--- src/rtl/ext_com_pkg.sv ---
// ext_com_pkg: shared types and constants for the external-communication
// UART link toward the companion FPGA.
package ext_com_pkg;

  localparam int UART_WIDTH_DEF = 8;
  localparam logic [7:0] UART_ACK_DEF = 8'b11001100;

  typedef enum logic [3:0] {
    IDLE,
    START,
    DATA,
    STOP,
    ACK_WAIT,
    ACK_RX,
    RETRY,
    DONE,
    FAIL
  } uart_state_e;

  function automatic int clks_per_bit(input int clk_freq, input int baud);
    return clk_freq / baud;
  endfunction

endpackage

--- src/rtl/uart_ack_transmitter_if.sv ---
// uart_ack_transmitter_if: byte request/status bundle between the
// ext_com controller (master) and the acknowledged UART sender (slave).
interface uart_ack_transmitter_if #(
  parameter int UART_WIDTH = 8
);
  logic                  send_req;
  logic [UART_WIDTH-1:0] send_data;
  logic                  busy;
  logic                  done;
  logic                  fail;
  logic [2:0]            attempt;

  modport master (
    output send_req, send_data,
    input  busy, done, fail, attempt
  );

  modport slave (
    input  send_req, send_data,
    output busy, done, fail, attempt
  );
endinterface

--- src/rtl/uart_baud_counter.sv ---
// uart_baud_counter: self-reloading bit-period down-counter with a
// full-period tick and a mid-period half tick.
module uart_baud_counter #(
  parameter int CPB = 217
) (
  input  logic clk,
  input  logic rst,
  input  logic load_i,
  input  logic en_i,
  output logic tick_o,
  output logic half_o
);

  localparam int CW = ($clog2(CPB) > 0) ? $clog2(CPB) : 1;
  localparam logic [CW-1:0] TOP = CW'(CPB - 1);
  localparam logic [CW-1:0] MID = CW'(CPB / 2);

  logic [CW-1:0] cnt_q;

  always_ff @(posedge clk or posedge rst) begin
    if (rst) begin
      cnt_q <= '0;
    end else if (load_i) begin
      cnt_q <= TOP;
    end else if (en_i) begin
      cnt_q <= (cnt_q == '0) ? TOP : cnt_q - CW'(1);
    end
  end

  assign tick_o = en_i && (cnt_q == '0);
  assign half_o = en_i && (cnt_q == MID);

endmodule

--- src/rtl/uart_ack_transmitter.sv ---
// uart_ack_transmitter: sends one byte over UART and waits for an
// acknowledge byte on rx, retransmitting on timeout or a bad reply.
module uart_ack_transmitter
  import ext_com_pkg::*;
#(
  parameter int CLK_FREQ              = 50_000_000,
  parameter int UART_BAUD_RATE        = 230400,
  parameter int UART_WIDTH            = UART_WIDTH_DEF,
  parameter int UART_RETRANSMIT_COUNT = 5,
  parameter logic [UART_WIDTH-1:0] UART_ACK = UART_WIDTH'(UART_ACK_DEF),
  parameter int ACK_TIMEOUT_BITS      = 40
) (
  input  logic                  clk,
  input  logic                  rst,
  uart_ack_transmitter_if.slave ctrl,
  output logic                  tx,
  input  logic                  rx
);

  localparam int CPB    = clks_per_bit(CLK_FREQ, UART_BAUD_RATE);
  localparam int TO_LIM = ACK_TIMEOUT_BITS * CPB;
  localparam int TOW    = $clog2(TO_LIM + 1);
  localparam int RW     = $clog2(UART_WIDTH + 2);
  localparam logic [2:0] MAX_ATT = 3'(UART_RETRANSMIT_COUNT + 1);

  if (UART_RETRANSMIT_COUNT > 6) begin : g_bad_retx
    $error("UART_RETRANSMIT_COUNT must be <= 6");
  end

  uart_state_e           state_q;
  logic [UART_WIDTH-1:0] data_q;
  logic [UART_WIDTH-1:0] sh_q;
  logic [RW-1:0]         idx_q;
  logic [TOW-1:0]        to_q;
  logic [2:0]            att_q;
  logic                  tx_q;
  logic                  busy_q;
  logic                  done_q;
  logic                  fail_q;
  logic                  rx_meta_q;
  logic                  rx_sync_q;
  logic                  rx_prev_q;

  logic tick;
  logic half;
  logic fall;
  logic bc_load;
  logic bc_en;

  always_ff @(posedge clk or posedge rst) begin
    if (rst) begin
      rx_meta_q <= 1'b1;
      rx_sync_q <= 1'b1;
      rx_prev_q <= 1'b1;
    end else begin
      rx_meta_q <= rx;
      rx_sync_q <= rx_meta_q;
      rx_prev_q <= rx_sync_q;
    end
  end

  assign fall  = rx_prev_q & ~rx_sync_q;
  assign bc_en = state_q inside {START, DATA, STOP, ACK_RX};
  assign bc_load = (state_q == IDLE && ctrl.send_req)
                || (state_q == ACK_WAIT && fall)
                || (state_q == RETRY);

  uart_baud_counter #(
    .CPB (CPB)
  ) u_baud (
    .clk    (clk),
    .rst    (rst),
    .load_i (bc_load),
    .en_i   (bc_en),
    .tick_o (tick),
    .half_o (half)
  );

  always_ff @(posedge clk or posedge rst) begin
    if (rst) begin
      state_q <= IDLE;
      data_q  <= '0;
      sh_q    <= '0;
      idx_q   <= '0;
      to_q    <= '0;
      att_q   <= '0;
      tx_q    <= 1'b1;
      busy_q  <= 1'b0;
      done_q  <= 1'b0;
      fail_q  <= 1'b0;
    end else begin
      done_q <= 1'b0;
      fail_q <= 1'b0;
      unique case (state_q)
        IDLE: begin
          if (ctrl.send_req) begin
            data_q  <= ctrl.send_data;
            att_q   <= 3'd1;
            busy_q  <= 1'b1;
            tx_q    <= 1'b0;
            state_q <= START;
          end
        end
        START: begin
          if (tick) begin
            tx_q    <= data_q[0];
            sh_q    <= data_q >> 1;
            idx_q   <= '0;
            state_q <= DATA;
          end
        end
        DATA: begin
          if (tick) begin
            if (idx_q == RW'(UART_WIDTH - 1)) begin
              tx_q    <= 1'b1;
              state_q <= STOP;
            end else begin
              tx_q  <= sh_q[0];
              sh_q  <= sh_q >> 1;
              idx_q <= idx_q + RW'(1);
            end
          end
        end
        STOP: begin
          if (tick) begin
            to_q    <= '0;
            state_q <= ACK_WAIT;
          end
        end
        ACK_WAIT: begin
          to_q <= to_q + TOW'(1);
          if (fall) begin
            idx_q   <= '0;
            state_q <= ACK_RX;
          end else if (to_q == TOW'(TO_LIM - 1)) begin
            state_q <= RETRY;
          end
        end
        ACK_RX: begin
          // the timeout is frozen here so a rejected glitch resumes it
          if (half) begin
            if (idx_q == '0) begin
              if (rx_sync_q) begin
                state_q <= ACK_WAIT;
              end else begin
                idx_q <= RW'(1);
              end
            end else if (idx_q == RW'(UART_WIDTH + 1)) begin
              if (sh_q == UART_ACK && rx_sync_q) begin
                done_q  <= 1'b1;
                busy_q  <= 1'b0;
                state_q <= DONE;
              end else begin
                state_q <= RETRY;
              end
            end else begin
              sh_q  <= {rx_sync_q, sh_q[UART_WIDTH-1:1]};
              idx_q <= idx_q + RW'(1);
            end
          end
        end
        RETRY: begin
          if (att_q == MAX_ATT) begin
            fail_q  <= 1'b1;
            busy_q  <= 1'b0;
            state_q <= FAIL;
          end else begin
            att_q   <= att_q + 3'd1;
            tx_q    <= 1'b0;
            state_q <= START;
          end
        end
        DONE:    state_q <= IDLE;
        FAIL:    state_q <= IDLE;
        default: state_q <= IDLE;
      endcase
    end
  end

  assign tx           = tx_q;
  assign ctrl.busy    = busy_q;
  assign ctrl.done    = done_q;
  assign ctrl.fail    = fail_q;
  assign ctrl.attempt = att_q;

endmodule

--- src/flat_wrapper.sv ---
// flat-port wrapper written by rule: the top's interface ports become plain ports
module uart_ack_transmitter_flat import ext_com_pkg::*;
#(
  parameter int CLK_FREQ              = 50_000_000,
  parameter int UART_BAUD_RATE        = 230400,
  parameter int UART_WIDTH            = UART_WIDTH_DEF,
  parameter int UART_RETRANSMIT_COUNT = 5,
  parameter logic [UART_WIDTH-1:0] UART_ACK = UART_WIDTH'(UART_ACK_DEF),
  parameter int ACK_TIMEOUT_BITS      = 40
)
  (clk, rst, tx, rx, ctrl_send_req, ctrl_send_data, ctrl_busy, ctrl_done, ctrl_fail, ctrl_attempt);
  uart_ack_transmitter_if #(.UART_WIDTH(UART_WIDTH)) ctrl_i ();
  input  logic clk;
  input  logic rst;
  output logic tx;
  input  logic rx;
  input wire logic [$bits(ctrl_i.send_req)-1:0] ctrl_send_req;
  input wire logic [$bits(ctrl_i.send_data)-1:0] ctrl_send_data;
  output wire logic [$bits(ctrl_i.busy)-1:0] ctrl_busy;
  output wire logic [$bits(ctrl_i.done)-1:0] ctrl_done;
  output wire logic [$bits(ctrl_i.fail)-1:0] ctrl_fail;
  output wire logic [$bits(ctrl_i.attempt)-1:0] ctrl_attempt;
  assign ctrl_i.send_req = ctrl_send_req;
  assign ctrl_i.send_data = ctrl_send_data;
  assign ctrl_busy = ctrl_i.busy;
  assign ctrl_done = ctrl_i.done;
  assign ctrl_fail = ctrl_i.fail;
  assign ctrl_attempt = ctrl_i.attempt;
  uart_ack_transmitter #(.CLK_FREQ(CLK_FREQ), .UART_BAUD_RATE(UART_BAUD_RATE), .UART_WIDTH(UART_WIDTH), .UART_RETRANSMIT_COUNT(UART_RETRANSMIT_COUNT), .UART_ACK(UART_ACK), .ACK_TIMEOUT_BITS(ACK_TIMEOUT_BITS)) u_core (.clk(clk), .rst(rst), .ctrl(ctrl_i), .tx(tx), .rx(rx));
endmodule
--- config.mk ---
export PLATFORM = sky130hd
export DESIGN_NAME = uart_ack_transmitter_flat
export DESIGN_NICKNAME = d
export VERILOG_FILES = /design/src/rtl/ext_com_pkg.sv /design/src/rtl/uart_ack_transmitter_if.sv /design/src/rtl/uart_baud_counter.sv /design/src/rtl/uart_ack_transmitter.sv /design/src/flat_wrapper.sv
export SDC_FILE = /design/constraint.sdc
export NUM_CORES = 1
export LEC_CHECK = 0
export BUFFER_PORTS_ARGS = -buffer_cell sky130_fd_sc_hd__buf_2
export CAP_MARGIN = 20
export CORE_UTILIZATION = 61
export DETAILED_ROUTE_END_ITERATION = 10
export GPL_TIMING_DRIVEN = 0
export PLACE_DENSITY = 0.91
export SLEW_MARGIN = 15
export SYNTH_ARGS = -nofsm -noshare
export SYNTH_HDL_FRONTEND = slang
export SYNTH_HIERARCHICAL = 1
export SYNTH_SLANG_ARGS = --single-unit
--- constraint.sdc ---
create_clock -name clk -period 4.26 [get_ports clk]
set_input_delay 0 -clock clk [delete_from_list [all_inputs] [get_ports clk]]
set_output_delay 0 -clock clk [all_outputs]
set_load 0.01 [all_outputs]
==> run_results.csv, run 1 <==
group,metric,value,unit
worst_setup_path,crit_path_max_fanout,10,
synth,synth_top_area_share,0.413,
pwr,power.density,256,nW/µm²
floorplanning,rows,25,
clock_network,cts_max_level,2,
pwr,clock_power_share,0.382,
worst_hold_path,min_path_type,"input pin to flop",
clock_network,insertion_delay,0.31,ns
worst_setup_path,critical_path.startpoint_type,"flop",
pwr,seqPwrFrac,0.589,
clock_network,clockBufferDepth,2,
synth,synth_warnings,6,
routing,viasPerCell,6.26,
floorplanning,die_y,73.9,µm
pwr,irDropWorstVdd,181,µV
finish,fillers,325,
clock_network,clock-sinks,56,
worst_setup_path,crit_path_end_kind,"flop",
place,gp_congestion,0.893,
synth,async_reset_ff_frac,1.00,
finish,layout-drive-gt1-share,0.167,
sta,finalSetupViolations,0,
sta,tightest_slew,0.677,ns
routing,drt_iter0_drc,220,
synth,synth_top_family_by_area,"simple AND/OR/NAND/NOR gates",
place,dp_hpwl,4.67,mm
floorplanning,die-area,5450,µm²
clock_network,cts_resized,0,
worst_setup_path,slowest_stage,"dfrtp_1",
worst_setup_path,crit_type,"flop to flop",
floorplanning,io_pins,19,
clock_network,cts-root-buf,"clkbuf_8",
clock_network,cts.clk_slew.worst_paths,0.09,ns
routing,antenna_left,0,
routing,wire_per_inst,16.6,µm
worst_hold_path,whs_path_depth,3,
synth,syn_area,3150,µm²
worst_setup_path,crit_required,4.46,ns
place,numPortBuffers,18,
grt,grt_max_degree,30,
sta,max_freq,0.262,GHz
synth,syn_inst,323,
worst_setup_path,r2r_cells,13,
worst_setup_path,cp.arrival,4.02,ns
floorplanning,initial_utilization,0.650,
worst_setup_path,crit_chain,"buf_2 > clkbuf_1 > nand2_1 > o21ai_0 > nor2_1 > clkbuf_1 > nand2_1 > nor2_1 > nor3_1 > a32o_2 > or3_1 > a311o_1 > a22o_1",
floorplanning,coreArea,4850,µm²
synth,muxShareOfSynthArea,0.0703,
pwr,p_int,0.720,mW
worst_setup_path,worst_path_largest_cell_delay,0.43,ns
pwr,p_leak,1.58,nW
finish,final_util,0.733,
synth,yosys-top-cells-count,"dfrtp_1 (52), nand2_1 (32), o21ai_0 (25)",
clock_network,tritoncts,"built",
synth,yosysSeqAreaShare,0.447,
grt,grt-ovfl-total,0,
routing,first_pass_iters,5,
synth,syn_area_per_cell,9.75,µm²
pwr,p_total,0.909,mW
grt,grt_pass1_wl,12.1,mm
pwr,p_sw,0.189,mW
outcome,outcome,"finished clean",
synth,synth_fa_ha_area_frac,0.0318,
synth,synth_edf_count,0,
routing,drc,0,
synth,synth_cell_types,65,
pwr,netSwitchingFraction,0.208,
pwr,combPwrFrac,0.029,
synth,yosysMostFrequentCell,"dfrtp_1",
finish,final_nets,379,
grt,antenna_found_initial,0,
floorplanning,die_w,73.9,µm
synth,synth_top_area_cell,"dfrtp_1",
synth,synth_compound_area_frac,0.174,
sta,drv_slew,0,
synth,synthXorXnorAreaFrac,0.0139,
grt,grt_usage,0.293,
sta,fin_hold_ws,0.0982,ns
finish,syn_to_final_growth,12.9,%
sta,fin_setup_tns,0,ns
sta,fin_crit,3.82,ns
routing,routed_wirelength,7.07,mm
routing,vias,2674,
synth,synthFlopType,"dfrtp_1",
sta,fin_crit_sh,0.897,
sta,clock_skew,0.00609,ns
grt,first_global_vias,2543,
finish,antenna_cells,0,
clock_network,post_cts_buffers,0,
sta,relSlewSlack,0.544,
synth,syn-num-nets,343,
clock_network,numCtsBuffers,5,
synth,ys_ff_latch,56,
sta,rsz0062_at_grt,"no",
run,drv_cap,0,
synth,synth_area_leaders,"dfrtp_1 (41%), o21ai_0 (4.0%), mux2i_1 (3.8%)",
sta,finalHoldViolCount,0,
synth,synthSimpleGateAreaFrac,0.230,
-- repair_timing --
item | CTS | global route
endpoints found under the setup margin | 0 | 0
hold buffers | 10 | 0
hold endpoints to repair | 36 | 0
-- placed cells by master (no fill, tap or decap), types with 5 or more instances in the layout --
| cell type | instances |
|---|---|
| dfrtp_1 | 52 |
| clkbuf_8 | 5 |
| buf_2 | 22 |
| a31oi_1 | 7 |
| nor2_1 | 23 |
| a21oi_1 | 18 |
| nand3_1 | 15 |
| mux2i_1 | 12 |
| dlygate4sd3_1 | 10 |
| clkbuf_1 | 6 |
| inv_1 | 13 |
| ha_1 | 8 |
| nand2b_1 | 6 |
| o21ai_0 | 25 |
| nor3_1 | 7 |
| nand2_1 | 32 |
| mux2_2 | 9 |
-- worst paths after layout --
| kind | from | to | slack, ns |
|---|---|---|---|
| worst max-delay path | u_core/state_q[1] | u_core/idx_q[3] | 0.44 |
| worst min-delay path | ctrl_send_req | u_core/ctrl.attempt[0] | 0.1 |
| worst max register to register | u_core/state_q[1] | u_core/idx_q[3] | 0.44 |
| worst min register to register | u_core/rx_meta_q | u_core/rx_sync_q | 0.36 |
| max in group asynchronous | rst | u_core/tx | 3.46 |
| min in group asynchronous | rst | u_core/u_baud/cnt_q[3] | 0.18 |
-- through the flow --
step,setup WS (ns),instances,area [µm²]
2_1_floorplan,1.14,323,3150
3_3_place_gp,0.625,408,3320
3_5_place_dp,0.567,409,3340
4_1_cts,0.532,427,3550
5_1_grt,0.159,427,3550
6_report,0.440,427,3550
-- final cells by class --
type	instances	area (µm²)	share of cell area
Buffer	11	53.8	0.0151
Clock buffer	5	68.8	0.0194
Clock inverter	3	42.5	0.0120
Inverter	14	52.6	0.0148
Multi-Input combinational cell	242	1640	0.460
Sequential cell	56	1410	0.396
Tap cell	67	83.8	0.0236
Timing Repair Buffer	29	210	0.0591
-- power by group through the flow --
stage	Sequential, mW	Combinational [mW]	Clock, mW
after detailed placement	0.545	0.0197	0
after global routing	0.536	0.0298	0.373
after global placement	0.545	0.0170	0
after floorplan	0.545	0.00857	0
final	0.535	0.0265	0.348
after CTS	0.535	0.0266	0.354
-- per-layer routing --
layer / global-route usage / wire length, µm / up-vias
li1: - / - / 1257
met1: 0.387 / 3050 / 1299
met2: 0.483 / 3470 / 102
met3: 0.0604 / 417 / 16
met4: 0.0983 / 125 / 0
met5: 0 / 0 / -
-- registers in the layout (all words and copies together), names as in the netlist, 3 cells and up --
register             cells
u_core/state_q           4
u_core/ctrl.attempt      3
u_core/to_q             14
u_core/idx_q             4
u_core/sh_q              8
u_core/u_baud/cnt_q      8
u_core/data_q            8
-- critical path: cells and delay by family, from the launching register on --
kind	cells	cell delay, ns
and+or+nand+nor	6	1.41
AOI/OAI and AO/OA	4	1.11
buffers and inverters	3	0.77
DFF	1	0.43
-- cells by family (layout without fill, tap and decap cells) --
logic type | Yosys count | after routing
AOI/OAI and AO/OA | 84 | 84
xor gates and xnor gates | 5 | 5
adders and majority gates | 8 | 8
buffers and inverters | 25 | 62
DFF | 56 | 56
muxes | 21 | 21
and+or+nand+nor | 124 | 124
No activity file was read; power rests on OpenSTA's default activity.
==> run 2: changes to the inputs <==
--- a/config.mk
+++ b/config.mk
@@ -9,8 +9,8 @@
 export CAP_MARGIN = 20
 export CORE_UTILIZATION = 61
 export DETAILED_ROUTE_END_ITERATION = 10
-export GPL_TIMING_DRIVEN = 0
 export PLACE_DENSITY = 0.91
+export RECOVER_POWER = 50
 export SLEW_MARGIN = 15
 export SYNTH_ARGS = -nofsm -noshare
 export SYNTH_HDL_FRONTEND = slang
==> run 2 against run 1 <==
  * The flow now finishes with violations (max-capacitance violations, max-slew violations)
  * Register-to-register slack gained 0.27 ns
  * Clock-buffer cell count is the same
  * Worst setup slack gained 0.27 ns
  * First-iteration DRC count is the same
  * Die area is the same
  * Sequential cell count is the same
  * Via count shrank 2.2%
  * Clock skew grew 0.0069 ns
==> run_results.csv, run 2 (same netlist as run 1, synthesis figures left out) <==
group,metric,value,unit
clock_network,tritoncts,"built",
floorplanning,die_y,73.9,µm
pwr,power.density,259,nW/µm²
clock_network,post_cts_buffers,0,
routing,wire_per_inst,17.1,µm
worst_setup_path,r2r_setup_slack,0.71,ns
worst_setup_path,crit_type,"flop to flop",
clock_network,cts.clk_slew.worst_paths,0.09,ns
worst_setup_path,critical_path.startpoint_type,"flop",
finish,design_area,3480,µm²
worst_setup_path,slowest_stage,"dfrtp_1",
sta,rsz0062_at_grt,"no",
clock_network,cts-root-buf,"clkbuf_8",
routing,drc,0,
floorplanning,die-area,5450,µm²
grt,grt_pass1_wl,11.9,mm
clock_network,clockBufferDepth,2,
routing,first_pass_iters,5,
routing,highest_layer,"met4",
worst_setup_path,crit_path_end_kind,"flop",
finish,antenna_cells,0,
finish,syn_to_final_growth,10.6,%
grt,first_global_vias,2553,
pwr,p_leak,1.54,nW
floorplanning,rows,25,
place,dpl_cell_area,3270,µm²
floorplanning,initial_utilization,0.650,
pwr,irDropWorstVdd,161,µV
finish,largest_reg_flops,14,
sta,fin_crit,3.55,ns
sta,fin_crit_sh,0.834,
finish,final_nets,368,
sta,finalSetupViolations,0,
worst_hold_path,min_path_type,"input pin to flop",
clock_network,insertion_delay,0.31,ns
routing,drt_iter0_drc,220,
routing,vias,2615,
sta,max_freq,0.281,GHz
worst_setup_path,crit_path_max_fanout,23,
finish,layout_commonest_cell,"dfrtp_1",
outcome,violations,"max-capacitance violations, max-slew violations",
worst_setup_path,path_buf_inv,0,
clock_network,numCtsBuffers,5,
routing,wl_met3,348,µm
finish,layout_common_cells,"dfrtp_1 (52), nand2_1 (32), o21ai_0 (25)",
place,gp_congestion,0.931,
finish,layout-drive-gt1-share,0.146,
finish,final_util,0.718,
worst_setup_path,crit_required,4.46,ns
routing,antenna_left,0,
sta,clock_skew,0.0130,ns
grt,grt_max_degree,49,
grt,grt_usage,0.292,
routing,wl_met2,3.58,mm
routing,met1_length,3.06,mm
run,drv_cap,1,
worst_setup_path,crit_family,"simple AND/OR/NAND/NOR gates",
sta,tightest_slew,1.93,ns
sta,fin_setup_tns,0,ns
worst_setup_path,worst_path_largest_cell_delay,0.64,ns
grt,grt-ovfl-total,0,
sta,relSlewSlack,-0.289,
routing,viasPerCell,6.29,
worst_setup_path,cp.arrival,3.76,ns
clock_network,clock-sinks,56,
sta,drv_slew,38,
clock_network,cts_max_level,2,
routing,routed_wirelength,7.13,mm
finish,regMostFlops,"u_core/to_q",
sta,finalHoldViolCount,0,
floorplanning,die_w,73.9,µm
grt,antenna_found_initial,0,
floorplanning,coreArea,4850,µm²
floorplanning,io_pins,19,
worst_setup_path,crit_chain,"nand2_1 > o21ai_0 > nor2_1 > nand2_1 > nor2_1 > nor3_1 > a32o_2 > or3_1 > a311o_1 > a22o_1",
place,dp_hpwl,4.68,mm
place,numPortBuffers,18,
outcome,outcome,"finished, violations left",
[run 2: final cells by class]
class | count | area, µm²
multi-input cells | 242 | 1640
flip-flops and latches | 56 | 1410
clock inverters | 3 | 42.5
repair buffers | 29 | 193
fillers | 349 | 1370
well taps | 67 | 83.8
clock buffers | 5 | 68.8
inverters | 14 | 52.6
[run 2: per-layer routing]
layer,vias up,track usage
li1,1234,-
met1,1272,0.383
met2,96,0.492
met3,13,0.0425
met4,0,0.105
met5,-,0
[run 2: what timing repair did]
action                                 4_1_cts  5_1_grt
gates resized for setup                      0        0
hold buffers                                10        0
endpoints found under the hold margin       61        0
[run 2: final timing paths]
kind	startpoint	to	cells after the start
min in group asynchronous	rst	u_core/u_baud/cnt_q[0]	3
max in group asynchronous	rst	u_core/state_q[2]	4
worst min register to register	u_core/rx_meta_q	u_core/rx_sync_q	0
worst min-delay path	ctrl_send_req	u_core/ctrl.attempt[0]	3
worst max register to register	u_core/state_q[1]	u_core/idx_q[3]	10
worst max-delay path	u_core/state_q[1]	u_core/idx_q[3]	10
[run 2: stage by stage]
step / total power [mW] / setup WS, ns / hold WS [ns] / cells
floorplan: 0.554 / 1.14 / -0.184 / 323
global placement: 0.562 / 0.934 / -0.0299 / 397
detailed placement: 0.563 / 0.789 / -0.0108 / 397
CTS: 0.911 / 0.777 / 0.155 / 415
global route: 0.938 / 0.467 / 0.216 / 416
finish: 0.903 / 0.707 / 0.158 / 416
[run 2: tightest hold or removal path: stages]
cell and delay, ns:
buf_2 0.14, a31oi_1 0.17, o21ai_0 0.10
[run 2: power by group]
| part | switching (mW) | internal (mW) | total [mW] |
|---|---|---|---|
| clock | 0.168 | 0.174 | 0.342 |
| sequential | 0.00135 | 0.534 | 0.535 |
| combinational | 0.0152 | 0.0101 | 0.0253 |
| total | 0.185 | 0.718 | 0.903 |
